**config.mk**
```make
export PLATFORM = sky130hd
export DESIGN_NAME = viterbi_acs_flat
export DESIGN_NICKNAME = d
export VERILOG_FILES = /design/src/rtl/viterbi_pkg.sv /design/src/rtl/viterbi_acs_if.sv /design/src/rtl/viterbi_acs_butterfly.sv /design/src/rtl/viterbi_acs.sv /design/src/flat_wrapper.sv
export SDC_FILE = /design/constraint.sdc
export NUM_CORES = 1
export LEC_CHECK = 0
export BUFFER_PORTS_ARGS = -buffer_cell sky130_fd_sc_hd__buf_4
export CORE_MARGIN = 4
export CORE_UTILIZATION = 55
export DETAILED_ROUTE_END_ITERATION = 12
export HOLD_SLACK_MARGIN = 0.02
export MAX_ROUTING_LAYER = met4
export PLACE_DENSITY = 0.81
export REMOVE_ABC_BUFFERS = 1
export SYNTH_ARGS = -nofsm -noshare
export SYNTH_HDL_FRONTEND = slang
export SYNTH_SLANG_ARGS = --single-unit
```
**constraint.sdc**
```tcl
create_clock -name clk -period 32.9 [get_ports clk]
set_input_delay 1.645 -clock clk [delete_from_list [all_inputs] [get_ports clk]]
set_output_delay 1.645 -clock clk [all_outputs]
set_load 0.1 [all_outputs]
```
**src/rtl/viterbi_pkg.sv**
```systemverilog
// Shared constants and types for the K=3, rate-1/2 hard-decision Viterbi datapath.
package viterbi_pkg;
  localparam int K       = 3;
  localparam int NSTATES = 4;
  localparam int PM_W    = 8;

  localparam logic [K-1:0] G0 = 3'b111;
  localparam logic [K-1:0] G1 = 3'b101;

  typedef enum logic {
    ST_FIRST = 1'b0,
    ST_RUN   = 1'b1
  } acs_state_e;

  // reg_bits = {u, b1, b0}; returns {c1, c0}
  function automatic logic [1:0] code_bits(input logic [K-1:0] reg_bits);
    return {^(reg_bits & G1), ^(reg_bits & G0)};
  endfunction
endpackage

```
**src/rtl/viterbi_acs_if.sv**
```systemverilog
// Symbol input and ACS result bundle of viterbi_acs.
// st is a valid-only strobe: a symbol on r0/r1 is taken on every rising edge
// with st=1 and there is no backpressure; out_st marks each updated result.
interface viterbi_acs_if;
  import viterbi_pkg::*;

  logic            st;
  logic            r0;
  logic            r1;
  logic            out_st;
  logic            out_last;
  logic [PM_W-1:0] pm0;
  logic [PM_W-1:0] pm1;
  logic [PM_W-1:0] pm2;
  logic [PM_W-1:0] pm3;
  logic [3:0]      dec;
  logic [1:0]      best;
  acs_state_e      fsm_state;

  modport slave (
    input  st, r0, r1,
    output out_st, out_last, pm0, pm1, pm2, pm3, dec, best, fsm_state
  );

  modport master (
    output st, r0, r1,
    input  out_st, out_last, pm0, pm1, pm2, pm3, dec, best, fsm_state
  );
endinterface

```
**src/rtl/viterbi_acs_butterfly.sv**
```systemverilog
// Branch metric, compare and select for one destination state DST = {u, b1}.
module viterbi_acs_butterfly
  import viterbi_pkg::*;
#(
  parameter int unsigned DST = 0
) (
  input  logic [PM_W-1:0] pm_a,
  input  logic [PM_W-1:0] pm_b,
  input  logic            r0,
  input  logic            r1,
  output logic [PM_W:0]   pm_new,
  output logic            dec
);
  localparam logic [1:0] DST_BITS = 2'(DST);
  localparam logic       U        = DST_BITS[1];
  localparam logic       B1       = DST_BITS[0];

  logic [1:0]    cb_a, cb_b;
  logic [1:0]    bm_a, bm_b;
  logic [PM_W:0] cand_a, cand_b;

  assign cb_a = code_bits({U, B1, 1'b0});
  assign cb_b = code_bits({U, B1, 1'b1});

  assign bm_a = {1'b0, r0 ^ cb_a[0]} + {1'b0, r1 ^ cb_a[1]};
  assign bm_b = {1'b0, r0 ^ cb_b[0]} + {1'b0, r1 ^ cb_b[1]};

  assign cand_a = {1'b0, pm_a} + {{(PM_W-1){1'b0}}, bm_a};
  assign cand_b = {1'b0, pm_b} + {{(PM_W-1){1'b0}}, bm_b};

  // Ties keep the even predecessor
  assign dec    = (cand_b < cand_a);
  assign pm_new = dec ? cand_b : cand_a;
endmodule

```
**src/rtl/viterbi_acs.sv**
```systemverilog
// Four-state add-compare-select stage with metric normalisation and frame control.
module viterbi_acs
  import viterbi_pkg::*;
#(
  parameter int INIT_PM   = 16,
  parameter int FRAME_LEN = 64
) (
  input  logic          clk,
  input  logic          rst,
  viterbi_acs_if.slave  bus
);
  localparam logic [PM_W-1:0] INIT_V   = PM_W'(INIT_PM);
  localparam logic [7:0]      LAST_CNT = 8'(FRAME_LEN - 1);

  logic [PM_W-1:0]    ipm   [NSTATES];
  logic [PM_W-1:0]    pm_q  [NSTATES];
  logic [PM_W:0]      cand  [NSTATES];
  logic [PM_W-1:0]    norm  [NSTATES];
  logic [PM_W:0]      new_min;
  logic [NSTATES-1:0] dec_c, dec_q;
  logic [1:0]         best_c, best_q;
  logic [7:0]         cnt;
  logic               last_sym;
  logic               out_st_q, out_last_q;
  acs_state_e         state, state_nx;

  for (genvar g = 0; g < NSTATES; g++) begin : g_bf
    viterbi_acs_butterfly #(.DST(g)) u_bf (
      .pm_a   (ipm[2*(g%2)]),
      .pm_b   (ipm[2*(g%2)+1]),
      .r0     (bus.r0),
      .r1     (bus.r1),
      .pm_new (cand[g]),
      .dec    (dec_c[g])
    );
  end

  // The spread after normalisation is bounded, so the 8-bit cast is lossless
  always_comb begin
    new_min = cand[0];
    for (int i = 1; i < NSTATES; i++)
      if (cand[i] < new_min) new_min = cand[i];
    for (int i = 0; i < NSTATES; i++)
      norm[i] = PM_W'(cand[i] - new_min);
    best_c = 2'd0;
    for (int i = NSTATES - 1; i >= 0; i--)
      if (norm[i] == '0) best_c = 2'(i);
  end

  assign last_sym = (cnt == LAST_CNT);

  always_comb begin
    state_nx = state;
    case (state)
      ST_FIRST: if (bus.st && !last_sym) state_nx = ST_RUN;
      ST_RUN:   if (bus.st && last_sym)  state_nx = ST_FIRST;
      default:  state_nx = ST_FIRST;
    endcase
  end

  always_ff @(posedge clk) begin
    if (rst) begin
      state      <= ST_FIRST;
      cnt        <= '0;
      dec_q      <= '0;
      best_q     <= '0;
      out_st_q   <= 1'b0;
      out_last_q <= 1'b0;
      for (int i = 0; i < NSTATES; i++) begin
        ipm[i]  <= (i == 0) ? '0 : INIT_V;
        pm_q[i] <= (i == 0) ? '0 : INIT_V;
      end
    end else begin
      state      <= state_nx;
      out_st_q   <= bus.st;
      out_last_q <= bus.st && last_sym;
      if (bus.st) begin
        cnt    <= last_sym ? 8'd0 : cnt + 8'd1;
        dec_q  <= dec_c;
        best_q <= best_c;
        // Frame end reports the computed metrics but restarts from the frame-start set
        for (int i = 0; i < NSTATES; i++) begin
          pm_q[i] <= norm[i];
          ipm[i]  <= last_sym ? ((i == 0) ? '0 : INIT_V) : norm[i];
        end
      end
    end
  end

  assign bus.out_st    = out_st_q;
  assign bus.out_last  = out_last_q;
  assign bus.pm0       = pm_q[0];
  assign bus.pm1       = pm_q[1];
  assign bus.pm2       = pm_q[2];
  assign bus.pm3       = pm_q[3];
  assign bus.dec       = dec_q;
  assign bus.best      = best_q;
  assign bus.fsm_state = state;
endmodule

```
**src/flat_wrapper.sv**
```systemverilog
// flat-port wrapper written by rule: the top's interface ports become plain ports
module viterbi_acs_flat import viterbi_pkg::*;
#(
  parameter int INIT_PM   = 16,
  parameter int FRAME_LEN = 64
)
  (clk, rst, bus_st, bus_r0, bus_r1, bus_out_st, bus_out_last, bus_pm0, bus_pm1, bus_pm2, bus_pm3, bus_dec, bus_best, bus_fsm_state);
  viterbi_acs_if bus_i ();
  input  logic clk;
  input  logic rst;
  input wire logic [$bits(bus_i.st)-1:0] bus_st;
  input wire logic [$bits(bus_i.r0)-1:0] bus_r0;
  input wire logic [$bits(bus_i.r1)-1:0] bus_r1;
  output wire logic [$bits(bus_i.out_st)-1:0] bus_out_st;
  output wire logic [$bits(bus_i.out_last)-1:0] bus_out_last;
  output wire logic [$bits(bus_i.pm0)-1:0] bus_pm0;
  output wire logic [$bits(bus_i.pm1)-1:0] bus_pm1;
  output wire logic [$bits(bus_i.pm2)-1:0] bus_pm2;
  output wire logic [$bits(bus_i.pm3)-1:0] bus_pm3;
  output wire logic [$bits(bus_i.dec)-1:0] bus_dec;
  output wire logic [$bits(bus_i.best)-1:0] bus_best;
  output wire logic [$bits(bus_i.fsm_state)-1:0] bus_fsm_state;
  assign bus_i.st = bus_st;
  assign bus_i.r0 = bus_r0;
  assign bus_i.r1 = bus_r1;
  assign bus_out_st = bus_i.out_st;
  assign bus_out_last = bus_i.out_last;
  assign bus_pm0 = bus_i.pm0;
  assign bus_pm1 = bus_i.pm1;
  assign bus_pm2 = bus_i.pm2;
  assign bus_pm3 = bus_i.pm3;
  assign bus_dec = bus_i.dec;
  assign bus_best = bus_i.best;
  assign bus_fsm_state = bus_i.fsm_state;
  viterbi_acs #(.INIT_PM(INIT_PM), .FRAME_LEN(FRAME_LEN)) u_core (.clk(clk), .rst(rst), .bus(bus_i));
endmodule
```
Word-level counts from Yosys, hierarchy flattened
Memory sizes are Yosys's and may differ from the RTL's.
Cells that the tools add are included.
{"block": "totals", "ff_bits": 17, "latchBits": 0, "mem_bits_rw": 64, "romBits": 0, "input_bits": 5, "output_inout_bits": 41, "elab_cells": 83, "n_memories": 2}
{"name": "u_core.ipm", "words": 4, "width": 8, "rd": 4, "rd_clocked_by_memory_dff": 0, "write_ports": 4, "line_no": "viterbi_acs.sv:15", "text": "logic [PM_W-1:0] ipm [NSTATES];"}
{"name": "u_core.pm_q", "words": 4, "width": 8, "rd": 4, "rd_clocked_by_memory_dff": 0, "write_ports": 4, "line_no": "viterbi_acs.sv:16", "text": "logic [PM_W-1:0] pm_q [NSTATES];"}
{"block": "classes", "add_sub_neg": 17, "n_mul": 0, "n_div": 0, "order_cmp": 7, "n_eq_ne": 1, "shift": 0, "n_mux": 32, "bitwise": 11, "reduce_logical": 7}
{"op": "two-way mux 8 bit", "n": 14}
{"op": "adder 8 x 2 -> 9 bit", "n": 8}
{"op": "< comparator 9 bit", "n": 7}
{"op": "two-way mux 9 bit", "n": 6}
{"op": "zero test 8 bit", "n": 4}
{"op": "subtractor 8 bit", "n": 4}
{"op": "adder 1 x 1 -> 2 bit", "n": 4}
{"op": "adder 8 x 1 -> 8 bit, second input constant", "n": 1}
{"op": "== test 8 x 6 -> 1 bit, second input constant", "n": 1}
{"op": "two-way mux 2 bit", "n": 4}
{"op": "OR 1 bit", "n": 8}
{"op": "two-way mux 1 bit", "n": 7}
{"op": "inverter 1 bit", "n": 3}
{"op": "logical AND 1 bit", "n": 2}
{"op": "case mux 1 bit (2 select lines)", "n": 1}
{"op": "zero test 1 bit", "n": 1}

Longest topological paths before layout
Gate-level depths: netlist of run 1.
{"block": "logic_depth", "word_depth": 17, "ltp_mapped": 60, "depth_no_buf": 57}

Hierarchy
A second synthesis of run 1 with hierarchy kept.
{"block": "unflattened", "hier_cells": 882, "area_unflattened_um2": 7867.5}
{"module": "viterbi_acs", "instances": 1, "cells_each": 566, "area_each_um2": 5444.0, "seq_area_each_um2": 2262.2}
{"module": "viterbi_acs_butterfly at u_core.g_bf[0].u_bf ...", "instances": 2, "cells_each": 78, "area_each_um2": 599.3, "seq_area_each_um2": 0.0}
{"module": "viterbi_acs_butterfly at u_core.g_bf[1].u_bf", "instances": 1, "cells_each": 79, "area_each_um2": 613.1, "seq_area_each_um2": 0.0}
{"module": "viterbi_acs_butterfly at u_core.g_bf[3].u_bf", "instances": 1, "cells_each": 81, "area_each_um2": 611.8, "seq_area_each_um2": 0.0}

Least setup slack after synthesis of run 1
OpenSTA, ideal clock, no wires.
{"block": "synth_timing", "path_type": "input port to flip-flop", "startpoint": "input port bus_r1", "endpoint": "register u_core.best_q[0] (netlist: u_core.bus.best[0])", "setup_ps": 126, "t_arrival_ps": 12792, "t_required_ps": 32774, "path_slack_ps": 19982, "cell_stages": 57, "path_buffers": 3, "path_cell_list": "inv_1 ha_1 inv_1 ha_1 a22o_1 nand2_1 nor2_1 xnor2_1 inv_1 ha_1 nand2b_1 a21oi_1 a21oi_1 a31o_1 a31oi_1 clkbuf_1 mux2i_1 ha_1 (+21 left out) nor3_1 mux2_2 a2111oi_4 or2_1 buf_2 clkbuf_1 a211oi_1 a21oi_1 ha_1 inv_1 ha_1 o31ai_1 a32oi_1 maj3_2 maj3_2 xnor2_2 o41ai_2 o21ai_1"}
{"block": "synth_via", "elab_chain_len": 17, "word_cells_on_any_way": 39, "cone_classes": "add/sub: 16; order compare: 7; mux: 11; bitwise: 1; reduce/logical: 4"}
{"element": "from (decl)", "line_no": "flat_wrapper.sv:13", "text": "input wire logic [$bits(bus_i.r1)-1:0] bus_r1;"}
{"element": "inverter 1 bit (no line)"}
{"element": "adder 1 x 1 -> 2 bit", "line_no": "viterbi_acs_butterfly.sv:25, viterbi_acs_butterfly.sv:26"}
{"element": "adder 8 x 2 -> 9 bit", "line_no": "viterbi_acs_butterfly.sv:29", "text": "assign cand_b = {1'b0, pm_b} + {{(PM_W-1){1'b0}}, bm_b};"}
{"element": "< comparator 9 bit", "line_no": "viterbi_acs_butterfly.sv:32", "text": "assign dec = (cand_b < cand_a);"}
{"element": "two-way mux 9 bit", "line_no": "viterbi_acs_butterfly.sv:33", "text": "assign pm_new = dec ? cand_b : cand_a;"}
{"element": "< comparator 9 bit", "line_no": "viterbi_acs.sv:42", "text": "if (cand[i] < new_min) new_min = cand[i];"}
{"element": "two-way mux 9 bit", "line_no": "viterbi_acs.sv:42"}
{"element": "< comparator 9 bit", "line_no": "viterbi_acs.sv:42"}
{"element": "two-way mux 9 bit", "line_no": "viterbi_acs.sv:42"}
{"element": "< comparator 9 bit", "line_no": "viterbi_acs.sv:42"}
{"element": "two-way mux 8 bit", "line_no": "viterbi_acs.sv:42"}
{"element": "subtractor 8 bit", "line_no": "viterbi_acs.sv:44", "text": "norm[i] = PM_W'(cand[i] - new_min);"}
{"element": "zero test 8 bit", "line_no": "viterbi_acs.sv:47", "text": "if (norm[i] == '0) best_c = 2'(i);"}
{"element": "two-way mux 2 bit (3 in series)", "line_no": "viterbi_acs.sv:47"}
{"element": "two-way mux 2 bit (*)", "line_no": "viterbi_acs.sv:47"}
{"element": "to (signal assigned)", "line_no": "viterbi_acs.sv:80", "text": "best_q <= best_c;"}
{"element": "to (decl)", "line_no": "viterbi_acs.sv:21", "text": "logic [1:0] best_c, best_q;"}
Mark *: on every way between the ends. The rest lies on a longest branch, timed or not.
A chain may end at the register's enable or synchronous reset.

Final worst setup path of run 1
Ends and elaborated chain as after synthesis.

==> flow_summary.json, run 1 <==
{
  "path_delay_family": "compound AO/OA/AOI/OAI gates",
  "min_period_over_period": 0.440,
  "hold_viol": 0,
  "portBuffers": 45,
  "rsz0062_at_grt": "false",
  "die_y_um": 130,
  "cts.sinks": 81,
  "root_buffer": "clkbuf_16",
  "layout-drive-gt1-share": 0.108,
  "critPathMaxFanout": 14,
  "synth_top_area_frac": 0.233,
  "critPathMaxStageDelay_ns": 0.82,
  "max_freq_ghz": 0.0691,
  "syn_to_final_growth_pct": 9.46,
  "synthXorXnorAreaFrac": 0.104,
  "grt_max_degree": 65,
  "synth_cell_types": 83,
  "diodes": 0,
  "path_class": "input pin to register",
  "arrival_ns": 14.72,
  "num_io_pins": 46,
  "place_hpwl_mm": 20.0,
  "htree_levels": 3,
  "first_pass_iters": 6,
  "grt_pass1_vias": 6918,
  "place_congestion": 1.02,
  "grt_pass1_wl_mm": 38.8,
  "fillCellCount": 1294,
  "syn_area_um2": 8250,
  "finClkSkew_ns": 0.0125,
  "synthAdderAreaFrac": 0.123,
  "ys_ff_latch": 81,
  "min_path_type": "register to register",
  "cp-start-kind": "input pin",
  "start_util": 0.566,
  "viasPerCell": 6.43,
  "yosys_warnings": 0,
  "synth_top_family_by_area": "compound AO/OA/AOI/OAI gates",
  "maxSlewHeadroom": 0.310,
  "yosys.area_share.simple": 0.202,
  "yosys.area.top_type": "edfxtp_1",
  "setup_viol": 0,
  "routed-via-count": 7582,
  "synth-compound-area-share": 0.209,
  "outcome": "finished clean",
  "syn_avg_cell_area_um2": 8.58,
  "dieArea_um2": 17000,
  "crit_top_cell": "ha_1",
  "cts_made_buffers": 9,
  "synth_area_leaders": "edfxtp_1, ha_1, xnor2_1",
  "cts_resized": 0,
  "core_um2": 14600,
  "cts_tree": "yes",
  "report.final.slew_viol_count": 0,
  "cts_setup_buffers": 0,
  "clk_latency_ns": 0.36,
  "synth_common_cells": "nor2_1, ha_1, nand2_1, edfxtp_1, xnor2_1",
  "avgRoutedWirePerCell_um": 21.5,
  "synth_edf_count": 64,
  "worstSetupEndpointType": "register",
  "drtAntennaViolNets": 0,
  "grt_usage": 0.311,
  "antenna_found_initial": 0,
  "path_clk_slew_ns": 0.07,
  "nNetsFinal": 1070,
  "period_minus_slack_ns": 14.47,
  "crit_slowest_cell": "o21ai_1",
  "finalWirelength_mm": 25.4,
  "worstMarginPinSlew_ns": 1.01,
  "ys_seq_area_frac": 0.274,
  "yosysMostFrequentCell": "nor2_1",
  "cp_num_buf_inv": 5,
  "synthArstFlopShare": 0,
  "grt-ovfl-total": 0,
  "crit_required_ns": 33.14,
  "cap_violations": 0,
  "synthMuxAreaShare": 0.0475,
  "synthFlopType": "edfxtp_1",
  "post-route-drc-count": 0,
  "dieWidth_um": 130,
  "synth_cells": 962,
  "cts_buffer_depth": 2,
  "cts_hold_buffers": 0,
  "drtIter0Drc": 974,
  "num_rows": 44,
  "setup_tns_ns": 0
}
-- per-layer routing --
| layer | vias up | track usage | part of all wire |
|---|---|---|---|
| li1 | 3586 | - | - |
| met1 | 3507 | 0.434 | 0.42 |
| met4 | 0 | 0.104 | 0.030 |
| met3 | 55 | 0.0780 | 0.11 |
| met5 | - | - | 0 |
| met2 | 434 | 0.442 | 0.43 |
-- worst min-delay path: cells and delay by family, from the launching register on --
family | cells | cell delay [ns]
compound gates | 1 | 0.06
simple gates | 1 | 0.05
flops | 1 | 0.33
-- state kept, by name (all words and copies together) (netlist names), named ones only --
register and count:
u_core.bus.best 2, u_core.bus.dec 4, u_core.bus.out_last 1, u_core.bus.out_st 1
u_core.cnt 8, u_core.ipm 32, u_core.pm_q 32
-- stage by stage --
stage               hold slack (ns)  std cells   util  worst slack [ns]  area (um2)
finish                        0.468       1179  0.619             18.43        9030
global route                  0.507       1179  0.619             17.35        9030
CTS                           0.475       1179  0.619             18.75        9030
detailed placement            0.452       1163  0.598             18.41        8730
global placement              0.444       1163  0.598             18.87        8730
floorplan                     0.487        930      -             20.06        8130
-- kinds of logic after synthesis --
logic type / Yosys count
XOR/XNOR: 95
buffers and inverters: 90
multiplexers: 37
AND/OR/NAND/NOR: 342
adder cells (fa/ha/maj): 82
AO/OA/AOI/OAI: 235
flip-flops: 81
-- placed cells by master, fill, tap and decap left out, types with 19 or more instances in the layout --
master,n
xnor2_1,60
edfxtp_1,64
nand2_1,75
mux2i_1,25
ha_1,75
nor2_1,116
a21oi_1,45
buf_4,49
xor2_1,32
o21ai_0,36
a21o_1,21
and2_1,23
nor3_1,23
inv_1,57
and3_1,19
-- worst paths after layout --
| path | from | to | slack (ns) | cells past startpoint |
|---|---|---|---|---|
| worst min-delay path | u_core.bus.dec[3]$_SDFFE_PP0P_ | u_core.bus.dec[3]$_SDFFE_PP0P_ | 0.47 | 2 |
| worst min register to register | u_core.bus.dec[3]$_SDFFE_PP0P_ | u_core.bus.dec[3]$_SDFFE_PP0P_ | 0.47 | 2 |
| worst max register to register | u_core.ipm[0][1]$_SDFFCE_PP0P_ | u_core.bus.best[0]$_SDFFE_PP0P_ | 19.81 | 49 |
| worst max-delay path | bus_r1 | u_core.bus.best[0]$_SDFFE_PP0P_ | 18.43 | 52 |
-- cell type report --
type | instances | area (um2) | area share
Multi-Input combinational cell | 791 | 5650 | 0.626
Sequential cell | 81 | 2260 | 0.250
Timing Repair Buffer | 49 | 368 | 0.0407
Tap cell | 184 | 230 | 0.0255
Clock buffer | 9 | 225 | 0.0249
Inverter | 58 | 218 | 0.0241
Clock inverter | 7 | 78.8 | 0.00873
Power of run 1 is not shown: default switching activity piles up to over one toggle a cycle in this logic, so the estimate is an artifact.
==> run 2: changes to the inputs <==
--- a/config.mk
+++ b/config.mk
@@ -11,7 +11,7 @@
 export DETAILED_ROUTE_END_ITERATION = 12
 export HOLD_SLACK_MARGIN = 0.02
 export MAX_ROUTING_LAYER = met4
-export PLACE_DENSITY = 0.81
+export PLACE_DENSITY = 0.84
 export REMOVE_ABC_BUFFERS = 1
 export SYNTH_ARGS = -nofsm -noshare
 export SYNTH_HDL_FRONTEND = slang
==> constraint.sdc (replaced) <==
create_clock -name clk -period 12.45 [get_ports clk]
set_input_delay 0.6225 -clock clk [delete_from_list [all_inputs] [get_ports clk]]
set_output_delay 0.6225 -clock clk [all_outputs]
set_load 0.1 [all_outputs]
==> run 2 against run 1 <==
  * Clock-buffer cell count unchanged
  * Register-to-register slack got worse by 19 ns
  * First-iteration DRC count grew 0.62%
  * Largest cell class unchanged
  * Non-clock buffer count up 16
  * Critical path depth is 3 higher
  * Wire length about the same
  * Worst setup slack worse by 18 ns
==> flow_summary.json, run 2 (same netlist as run 1, synthesis figures left out) <==
{
  "outcome": "finished clean",
  "r2r_start": "u_core.ipm[0][1]$_SDFFCE_PP0P_",
  "final_cell_mix": "nor2_1, nand2_1, ha_1",
  "path_clk_slew_ns": 0.06,
  "min_path_type": "register to register",
  "r2r_slack_ns": 1.06,
  "finClkSkew_ns": 0.00943,
  "worstMarginPinSlew_ns": 0.976,
  "viasPerCell": 6.52,
  "syn_to_final_growth_pct": 12.0,
  "setup_viol": 0,
  "drtAntennaViolNets": 0,
  "first_pass_iters": 5,
  "num_rows": 44,
  "grt-ovfl-total": 0,
  "min_period_over_period": 0.938,
  "crit_end": "u_core.bus.best[1]$_SDFFE_PP0P_",
  "maxSlewHeadroom": 0.331,
  "holdPathStages": 2,
  "worstSetupEndpointType": "register",
  "clk_latency_ns": 0.35,
  "antenna_found_initial": 0,
  "cap_violations": 0,
  "core_um2": 14600,
  "reg2reg_depth": 52,
  "nNetsFinal": 1086,
  "dp.cells": 1177,
  "report.final.slew_viol_count": 0,
  "portBuffers": 45,
  "htree_levels": 3,
  "hold_ws_ns": 0.467,
  "period_minus_slack_ns": 11.68,
  "final_common_cell": "nor2_1",
  "max_freq_ghz": 0.0856,
  "worstSetupStartpoint": "bus_r1",
  "grt_pass1_wl_mm": 39.0,
  "cp-start-kind": "input pin",
  "cts_tree": "yes",
  "cts_made_buffers": 9,
  "avgRoutedWirePerCell_um": 21.2,
  "finalWorstSetupSlack_ns": 0.773,
  "final-seq-area_um2": 2260,
  "multiInputGateArea_um2": 5740,
  "hold_viol": 0,
  "diodes": 0,
  "die_y_um": 130,
  "dieArea_um2": 17000,
  "place_hpwl_mm": 19.9,
  "post-place-ws_ns": 0.225,
  "critPathMaxFanout": 14,
  "critPathMaxStageDelay_ns": 0.52,
  "start_util": 0.566,
  "cts.sinks": 81,
  "cts_hold_buffers": 0,
  "worst_r2r_endpoint": "u_core.bus.best[1]$_SDFFE_PP0P_",
  "grt_max_degree": 65,
  "setup_tns_ns": 0,
  "cts_buffer_depth": 2,
  "finalWirelength_mm": 25.4,
  "fin_cells": 1195,
  "crit_top_cell": "ha_1",
  "num_io_pins": 46,
  "drtIter0Drc": 980,
  "layout-drive-gt1-share": 0.135,
  "arrival_ns": 11.90,
  "routed-via-count": 7795,
  "place_congestion": 1.06,
  "path_class": "input pin to register",
  "root_buffer": "clkbuf_16",
  "crit_required_ns": 12.68,
  "crit_slowest_cell": "mux2i_2",
  "post-route-drc-count": 0,
  "grt_usage": 0.305,
  "fillCellCount": 1249,
  "grt_pass1_vias": 7235,
  "top_regs": "u_core.ipm x32, u_core.pm_q x32, u_core.cnt x8",
  "dieWidth_um": 130
}
==> run 2: worst min-delay path by stage <==
stage / start / to / slack [ns]
3_3_place_gp: u_core.bus.dec[3]$_SDFFE_PP0P_ / u_core.bus.dec[3]$_SDFFE_PP0P_ / 0.44
5_1_grt: rst / u_core.cnt[2]$_SDFFE_PP0P_ / 0.48
2_1_floorplan: u_core.cnt[1]$_SDFFE_PP0P_ / u_core.cnt[1]$_SDFFE_PP0P_ / 0.49
3_5_place_dp: u_core.bus.dec[0]$_SDFFE_PP0P_ / u_core.bus.dec[0]$_SDFFE_PP0P_ / 0.45
4_1_cts: u_core.bus.dec[0]$_SDFFE_PP0P_ / u_core.bus.dec[0]$_SDFFE_PP0P_ / 0.47
6_report: u_core.bus.dec[0]$_SDFFE_PP0P_ / u_core.bus.dec[0]$_SDFFE_PP0P_ / 0.47
==> run 2: metrics by stage <==
stage	utilization	cell area (um2)
floorplan	-	8130
global placement	0.606	8830
detailed placement	0.606	8830
CTS	0.627	9140
global route	0.634	9240
finish	0.634	9240
==> run 2: repair_timing <==
action / in CTS / in global routing
setup buffers: 0 / 2
hold endpoints to repair: 0 / 0
setup endpoints to repair: 0 / 8
resized for setup: 0 / 17
==> run 2: worst max-delay path, delay by kind of cell <==
kind,cells,cell delay (ns)
simple gates,10,1.51
fa+ha+maj,10,2.71
compound gates,23,4.76
buf+inv,7,0.80
mux,3,1.13
xor+xnor,2,0.33
==> run 2: area by class of cell <==
| class | instances | area share |
|---|---|---|
| inverters | 58 | 0.0236 |
| multi-input cells | 791 | 0.621 |
| clock inverters | 7 | 0.00907 |
| well taps | 184 | 0.0249 |
| repair buffers | 65 | 0.0528 |
| clock buffers | 9 | 0.0244 |
| flip-flops and latches | 81 | 0.245 |
==> run 2: per-layer routing <==
layer	share of wire	wire length, um	GRT usage	vias up
met1	0.42	10600	0.406	3719
met2	0.45	11400	0.461	399
met3	0.10	2550	0.0715	68
met5	0	0	-	-
li1	-	-	-	3609
met4	0.031	784	0.0968	0
Power of run 2 is left out for the same reason.
